## src/rtl/i2c_pkg.sv

```systemverilog
// Shared definitions for the I2C register-slave block.
// No logic; constants and the FSM state encoding only.
// Imported by i2c_slave and its helpers.
package i2c_pkg;

    // Default 7-bit bus address answered by the slave
    localparam logic [6:0] DEF_SLAVE_ADDR = 7'h50;

    // Protocol FSM states
    typedef enum logic [3:0] {
        ST_IDLE,
        ST_ADDR,
        ST_ADDR_ACK,
        ST_PTR,
        ST_PTR_ACK,
        ST_WDATA,
        ST_WDATA_ACK,
        ST_RDATA,
        ST_RDATA_ACK
    } state_t;

endpackage

```

## src/rtl/i2c_sync_edge.sv

```systemverilog
// Two-flop synchronizer for a raw bus line plus a history flop for edge detect.
// Latency: lvl/rise/fall reflect the pin 2 clk later, so the FSM acts on the 3rd edge.
// No backpressure; the line is sampled every clk.
module i2c_sync_edge (
    input  logic clk,
    input  logic reset,
    input  logic din,
    output logic lvl,
    output logic rise,
    output logic fall
);

    logic meta;
    logic sync;
    logic hist;

    // Resynchronize the line; reset value 1 matches an idle (pulled-up) bus
    always_ff @(posedge clk or negedge reset) begin
        if (!reset) begin
            meta <= 1'b1;
            sync <= 1'b1;
            hist <= 1'b1;
        end else begin
            meta <= din;
            sync <= meta;
            hist <= sync;
        end
    end

    assign lvl  = sync;
    assign rise = sync & ~hist;
    assign fall = ~sync & hist;

endmodule

```

## src/rtl/i2c_slave.sv

```systemverilog
// I2C register slave: pointer byte, then sequential writes or reads with auto-increment.
// Latency: bus events act 3 clk after the pin; wr_stb fires 3 clk after the 8th data SCL rise.
// No local backpressure; rd_dat must be valid within 1 clk of rd_adr changing.
module i2c_slave
    import i2c_pkg::*;
#(
    parameter logic [6:0] SLAVE_ADDR = DEF_SLAVE_ADDR
) (
    input  logic       clk,
    input  logic       reset,
    input  logic       scl_in,
    input  logic       sda_in,
    output logic       sda_oe,
    output logic       wr_stb,
    output logic [7:0] wr_adr,
    output logic [7:0] wr_dat,
    output logic [7:0] rd_adr,
    input  logic [7:0] rd_dat,
    output logic       busy
);

    logic scl_lvl, scl_rise, scl_fall;
    logic sda_lvl, sda_rise, sda_fall;
    logic start_det, stop_det;

    state_t     state;
    logic [2:0] bitcnt;
    logic [6:0] shreg;
    logic [6:0] tx;
    logic [7:0] ptr;
    logic       phase;
    logic       rw;
    logic [7:0] rx_byte;

    i2c_sync_edge u_scl (
        .clk  (clk),
        .reset(reset),
        .din  (scl_in),
        .lvl  (scl_lvl),
        .rise (scl_rise),
        .fall (scl_fall)
    );

    i2c_sync_edge u_sda (
        .clk  (clk),
        .reset(reset),
        .din  (sda_in),
        .lvl  (sda_lvl),
        .rise (sda_rise),
        .fall (sda_fall)
    );

    // SDA moving while SCL is high marks START / STOP
    assign start_det = scl_lvl & sda_fall;
    assign stop_det  = scl_lvl & sda_rise;

    // Byte including the bit being sampled on this SCL rise, MSB first
    assign rx_byte = {shreg, sda_lvl};
    assign rd_adr  = ptr;

    // Protocol FSM. ACK states use 'phase': first SCL fall drives the ACK,
    // second SCL fall ends it. sda_oe only changes on SCL falls, STOP or reset.
    always_ff @(posedge clk or negedge reset) begin
        if (!reset) begin
            state  <= ST_IDLE;
            bitcnt <= 3'd0;
            shreg  <= 7'd0;
            tx     <= 7'd0;
            ptr    <= 8'd0;
            phase  <= 1'b0;
            rw     <= 1'b0;
            sda_oe <= 1'b0;
            wr_stb <= 1'b0;
            wr_adr <= 8'd0;
            wr_dat <= 8'd0;
            busy   <= 1'b0;
        end else begin
            wr_stb <= 1'b0;
            if (start_det) begin
                state  <= ST_ADDR;
                bitcnt <= 3'd0;
                phase  <= 1'b0;
                sda_oe <= 1'b0;
            end else if (stop_det) begin
                state  <= ST_IDLE;
                phase  <= 1'b0;
                sda_oe <= 1'b0;
                busy   <= 1'b0;
            end else begin
                case (state)
                    ST_IDLE: begin
                    end
                    ST_ADDR: if (scl_rise) begin
                        shreg  <= rx_byte[6:0];
                        bitcnt <= bitcnt + 3'd1;
                        if (bitcnt == 3'd7) begin
                            if (rx_byte[7:1] == SLAVE_ADDR) begin
                                state <= ST_ADDR_ACK;
                                rw    <= rx_byte[0];
                                busy  <= 1'b1;
                            end else begin
                                state <= ST_IDLE;
                                busy  <= 1'b0;
                            end
                        end
                    end
                    ST_ADDR_ACK: if (scl_fall) begin
                        if (!phase) begin
                            phase  <= 1'b1;
                            sda_oe <= 1'b1;
                        end else begin
                            phase  <= 1'b0;
                            bitcnt <= 3'd0;
                            if (rw) begin
                                // First read byte is captured here and its MSB driven at once
                                state  <= ST_RDATA;
                                tx     <= rd_dat[6:0];
                                sda_oe <= ~rd_dat[7];
                            end else begin
                                state  <= ST_PTR;
                                sda_oe <= 1'b0;
                            end
                        end
                    end
                    ST_PTR: if (scl_rise) begin
                        shreg  <= rx_byte[6:0];
                        bitcnt <= bitcnt + 3'd1;
                        if (bitcnt == 3'd7) begin
                            ptr   <= rx_byte;
                            state <= ST_PTR_ACK;
                        end
                    end
                    ST_PTR_ACK: if (scl_fall) begin
                        if (!phase) begin
                            phase  <= 1'b1;
                            sda_oe <= 1'b1;
                        end else begin
                            phase  <= 1'b0;
                            sda_oe <= 1'b0;
                            bitcnt <= 3'd0;
                            state  <= ST_WDATA;
                        end
                    end
                    ST_WDATA: if (scl_rise) begin
                        shreg  <= rx_byte[6:0];
                        bitcnt <= bitcnt + 3'd1;
                        if (bitcnt == 3'd7) begin
                            wr_stb <= 1'b1;
                            wr_adr <= ptr;
                            wr_dat <= rx_byte;
                            state  <= ST_WDATA_ACK;
                        end
                    end
                    ST_WDATA_ACK: if (scl_fall) begin
                        if (!phase) begin
                            phase  <= 1'b1;
                            sda_oe <= 1'b1;
                        end else begin
                            phase  <= 1'b0;
                            sda_oe <= 1'b0;
                            bitcnt <= 3'd0;
                            ptr    <= ptr + 8'd1;
                            state  <= ST_WDATA;
                        end
                    end
                    ST_RDATA: if (scl_fall) begin
                        if (bitcnt == 3'd7) begin
                            // Last bit done; let the master drive its ACK/NACK
                            sda_oe <= 1'b0;
                            phase  <= 1'b0;
                            state  <= ST_RDATA_ACK;
                        end else begin
                            tx     <= {tx[5:0], 1'b0};
                            sda_oe <= ~tx[6];
                            bitcnt <= bitcnt + 3'd1;
                        end
                    end
                    ST_RDATA_ACK: begin
                        if (scl_rise) begin
                            ptr <= ptr + 8'd1;
                            if (sda_lvl) begin
                                state <= ST_IDLE;
                                busy  <= 1'b0;
                            end else begin
                                phase <= 1'b1;
                            end
                        end else if (scl_fall && phase) begin
                            // rd_dat already reflects the incremented pointer
                            phase  <= 1'b0;
                            bitcnt <= 3'd0;
                            tx     <= rd_dat[6:0];
                            sda_oe <= ~rd_dat[7];
                            state  <= ST_RDATA;
                        end
                    end
                    default: state <= ST_IDLE;
                endcase
            end
        end
    end

endmodule

```

## config.mk

```make
export PLATFORM = sky130hd
export DESIGN_NAME = i2c_slave
export DESIGN_NICKNAME = d
export VERILOG_FILES = /design/src/rtl/i2c_pkg.sv /design/src/rtl/i2c_sync_edge.sv /design/src/rtl/i2c_slave.sv
export SDC_FILE = /design/constraint.sdc
export NUM_CORES = 1
export LEC_CHECK = 0
export ABC_AREA = 1
export CORE_ASPECT_RATIO = 2
export CORE_MARGIN = 4
export CORE_UTILIZATION = 40
export CTS_CLUSTER_SIZE = 28
export DETAILED_ROUTE_END_ITERATION = 12
export PLACE_DENSITY = 0.57
export SLEW_MARGIN = 15
export SYNTH_ARGS = -nofsm -noshare
export SYNTH_HDL_FRONTEND = slang
export SYNTH_HIERARCHICAL = 1
export SYNTH_SLANG_ARGS = --single-unit
```

## constraint.sdc

```tcl
create_clock -name clk -period 1.96 [get_ports clk]
set_input_delay 0.49 -clock clk [delete_from_list [all_inputs] [get_ports clk]]
set_output_delay 0.49 -clock clk [all_outputs]
set_load 0.05 [all_outputs]
```

==> results.cfg <==
[status]
status = finished, final reports clean

[critical_path]
endpoint_kind = register
reg2reg_depth = 10
critPathLaunchType = register
r2r_start = u_sda/lvl$_DFF_PN1_
criticalPathCategory = reg2reg
timing.rr.end = state[0]$_DFFE_PN0P_
cp_max_fo = 8
crit_required_ps = 2200
crit_arrival_ps = 2060
r2r_slack_ps = 140

[die]
ios = 39
die_w_um = 71.2
initial_utilization_pct = 41.5
die_h_um = 134
fp.dieArea_um2 = 9580
rows = 45
core_area_um2 = 7710

[clocking]
cts_root_buf = clkbuf_16
insertion_delay_ps = 300
cts_made_buffers = 5
cts.sinks = 56
clockBufferDepth = 2
holdBufCountCts = 0
path_clk_slew_ps = 70
htree_levels = 2
cts_tree = yes

[run]
drv_cap = 0

[min_path]
holdCritPathClass = in2async

[power_and_ir_drop]
peakVddDrop_mv = 0.386
power.density_nw_per_um2 = 675
power.total_uw = 2680
p_leak_uw = 0.00200

[sta]
tightest_slew_ps = 352
maxSlewViolCount = 0
period_minus_slack_ps = 1820
period_share_pct = 92.8
fmax_mhz = 550
slew_headroom_pct = 76.4
clock_skew_ps = 6.95
setup_viol = 0
hold_violations = 0
rsz0062_at_grt = yes

[layout]
seq_area_um2 = 1410
layout_commonest_cell = nand2_1
syn_to_final_growth_pct = 24.4
fin_cells = 578
antennaDiodeCount = 0
multi_input_area_um2 = 1590
n_fill_cell = 776
layout.nets = 498
mostFrequentLayoutCells = 135 x nand2_1, 50 x dfrtp_1, 48 x buf_4, 42 x nand3_1, 38 x inv_1
drive_gt1_share_pct = 25.0
fin_util_pct = 51.6

[global_routing]
grt_overflow = 0
grt_first_pass_wirelength_um = 14200
grt_max_degree = 57
grt_use_total_pct = 19.0
antenna_found_initial = 0
grt_pass1_vias = 3022

[detailed_routing]
drc = 0
firstDrtPassIters = 5
wl_um = 8680
routedWlPerCell_um = 15.0
drt_iter0_drc = 105
antenna_left = 0
routed_via_density = 5.11
vias = 2951

[placed_design]
place.gp.congestion = 0.974
placedCellCount = 567
io_buffers = 38
dpl.hpwl_um = 6820

[logic_synthesis]
synthAdderAreaFrac_pct = 1.17
synth_top_family_by_area = simple AND/OR/NAND/NOR gates
synth_compound_area_share_pct = 11.1
yosysUniqueCellTypes = 31
syn_area_um2 = 3200
synthMuxAreaShare_pct = 0
synth-seq-cells = 56
synth_sequential_area_ratio_pct = 44.0
synth_xor_area_share_pct = 0.821
yosys.area_share.simple_pct = 35.5
syn_area_per_cell_um2 = 7.60
syn_nets = 436
yosys_warnings = 6
synthCells = 421
[worst max-delay path by stage]
stage	start	end	slack, ps	cells after the start
global route	u_sda/lvl$_DFF_PN1_	state[3]$_DFFE_PN0P_	-30	10
finish	u_sda/lvl$_DFF_PN1_	state[0]$_DFFE_PN0P_	140	10
global placement	u_sda/lvl$_DFF_PN1_	wr_dat[5]$_DFFE_PN0P_	90	7
floorplan	u_sda/lvl$_DFF_PN1_	wr_adr[4]$_DFFE_PN0P_	290	8
detailed placement	u_sda/lvl$_DFF_PN1_	wr_adr[0]$_DFFE_PN0P_	30	7
CTS	u_sda/lvl$_DFF_PN1_	wr_adr[0]$_DFFE_PN0P_	10	7
[synth_stat cells]
master	n	area, um^2
o21ai_1	17	85.1
nor2_2	4	25.0
nor2_4	6	67.6
xor2_1	3	26.3
buf_6	1	11.3
buf_2	6	30.0
nand2_1	137	514
nor2_8	1	20.0
or2_2	1	6.26
dfrtp_1	50	1250
ha_1	3	37.5
o31ai_1	1	7.51
a31oi_1	1	6.26
nor2_1	33	124
buf_12	1	20.0
nand2_2	8	50.1
o211ai_1	1	7.51
nand3_1	42	210
nand3_2	4	40.0
a21oi_1	6	30.0
o211ai_2	1	12.5
inv_4	1	6.26
nand2_4	3	33.8
nor3_2	2	20.0
nand4_1	4	25.0
o22ai_1	2	12.5
dfstp_2	6	158
o21ai_0	21	105
inv_1	39	146
inv_2	6	22.5
o21ai_2	10	87.6
[metrics by stage]
| step | hold WS [ps] | instance area, um^2 | setup TNS, ps | worst slack, ps |
|---|---|---|---|---|
| finish | 170 | 3980 | 0 | 142 |
| CTS | 189 | 3910 | 0 | 14.8 |
| floorplan | 194 | 3200 | 0 | 290 |
| detailed placement | 353 | 3770 | 0 | 29.3 |
| global placement | 347 | 3770 | 0 | 92.4 |
| global route | 200 | 3980 | -108 | -31.8 |
[layer usage]
| layer | track usage, % | part of all wire [%] | vias up |
|---|---|---|---|
| met5 | 0 | 0 | - |
| met4 | 13.2 | 6.5 | 0 |
| met3 | 3.13 | 3.8 | 34 |
| met2 | 36.4 | 56 | 84 |
| met1 | 17.4 | 34 | 1365 |
| li1 | - | - | 1468 |
[final cells by class]
class	instances	share of cell area (%)
flip-flops and latches	56	35.4
multi-input cells	311	40.0
clock inverters	3	0.535
clock buffers	5	3.14
inverters	46	4.47
well taps	94	2.96
repair buffers	63	13.5
[repair_timing]
| action | 4_1_cts | 5_1_grt |
|---|---|---|
| setup endpoints to repair | 0 | 24 |
| buffers inserted | 0 | 3 |
| resized for setup | 0 | 18 |
[worst max-delay path, stage by stage (launching register included)]
cell	delay [ps]
dfstp_2	600
inv_2	60
nor2_4	150
o21ai_4	110
inv_2	150
nor2_1	50
nand2_1	140
nand3_2	180
nor2_4	180
nand2_1	70
nand2_1	70
[power by group]
part	internal [uW]	switching, uW	leakage [uW]
clock network	477	425	0.0000702
logic	179	318	0.00122
registers	1230	53.6	0.000716
total	1890	797	0.00200
[cells by family (layout without fill, tap and decap cells)]
kind of cell / after synthesis / count (layout)
adders and majority gates: 3 / 3
and+or+nand+nor: 245 / 245
buffers and inverters: 54 / 117
xor gates and xnor gates: 3 / 3
AOI/OAI and AO/OA: 60 / 60
DFF: 56 / 56
[sequential cells by signal (all words and copies together) (netlist names), 3 cells and up]
name,count
wr_dat,8
bitcnt,3
state,4
tx,7
rd_adr,8
wr_adr,8
shreg,7
Note: power is estimated with default switching activity, not from simulation.
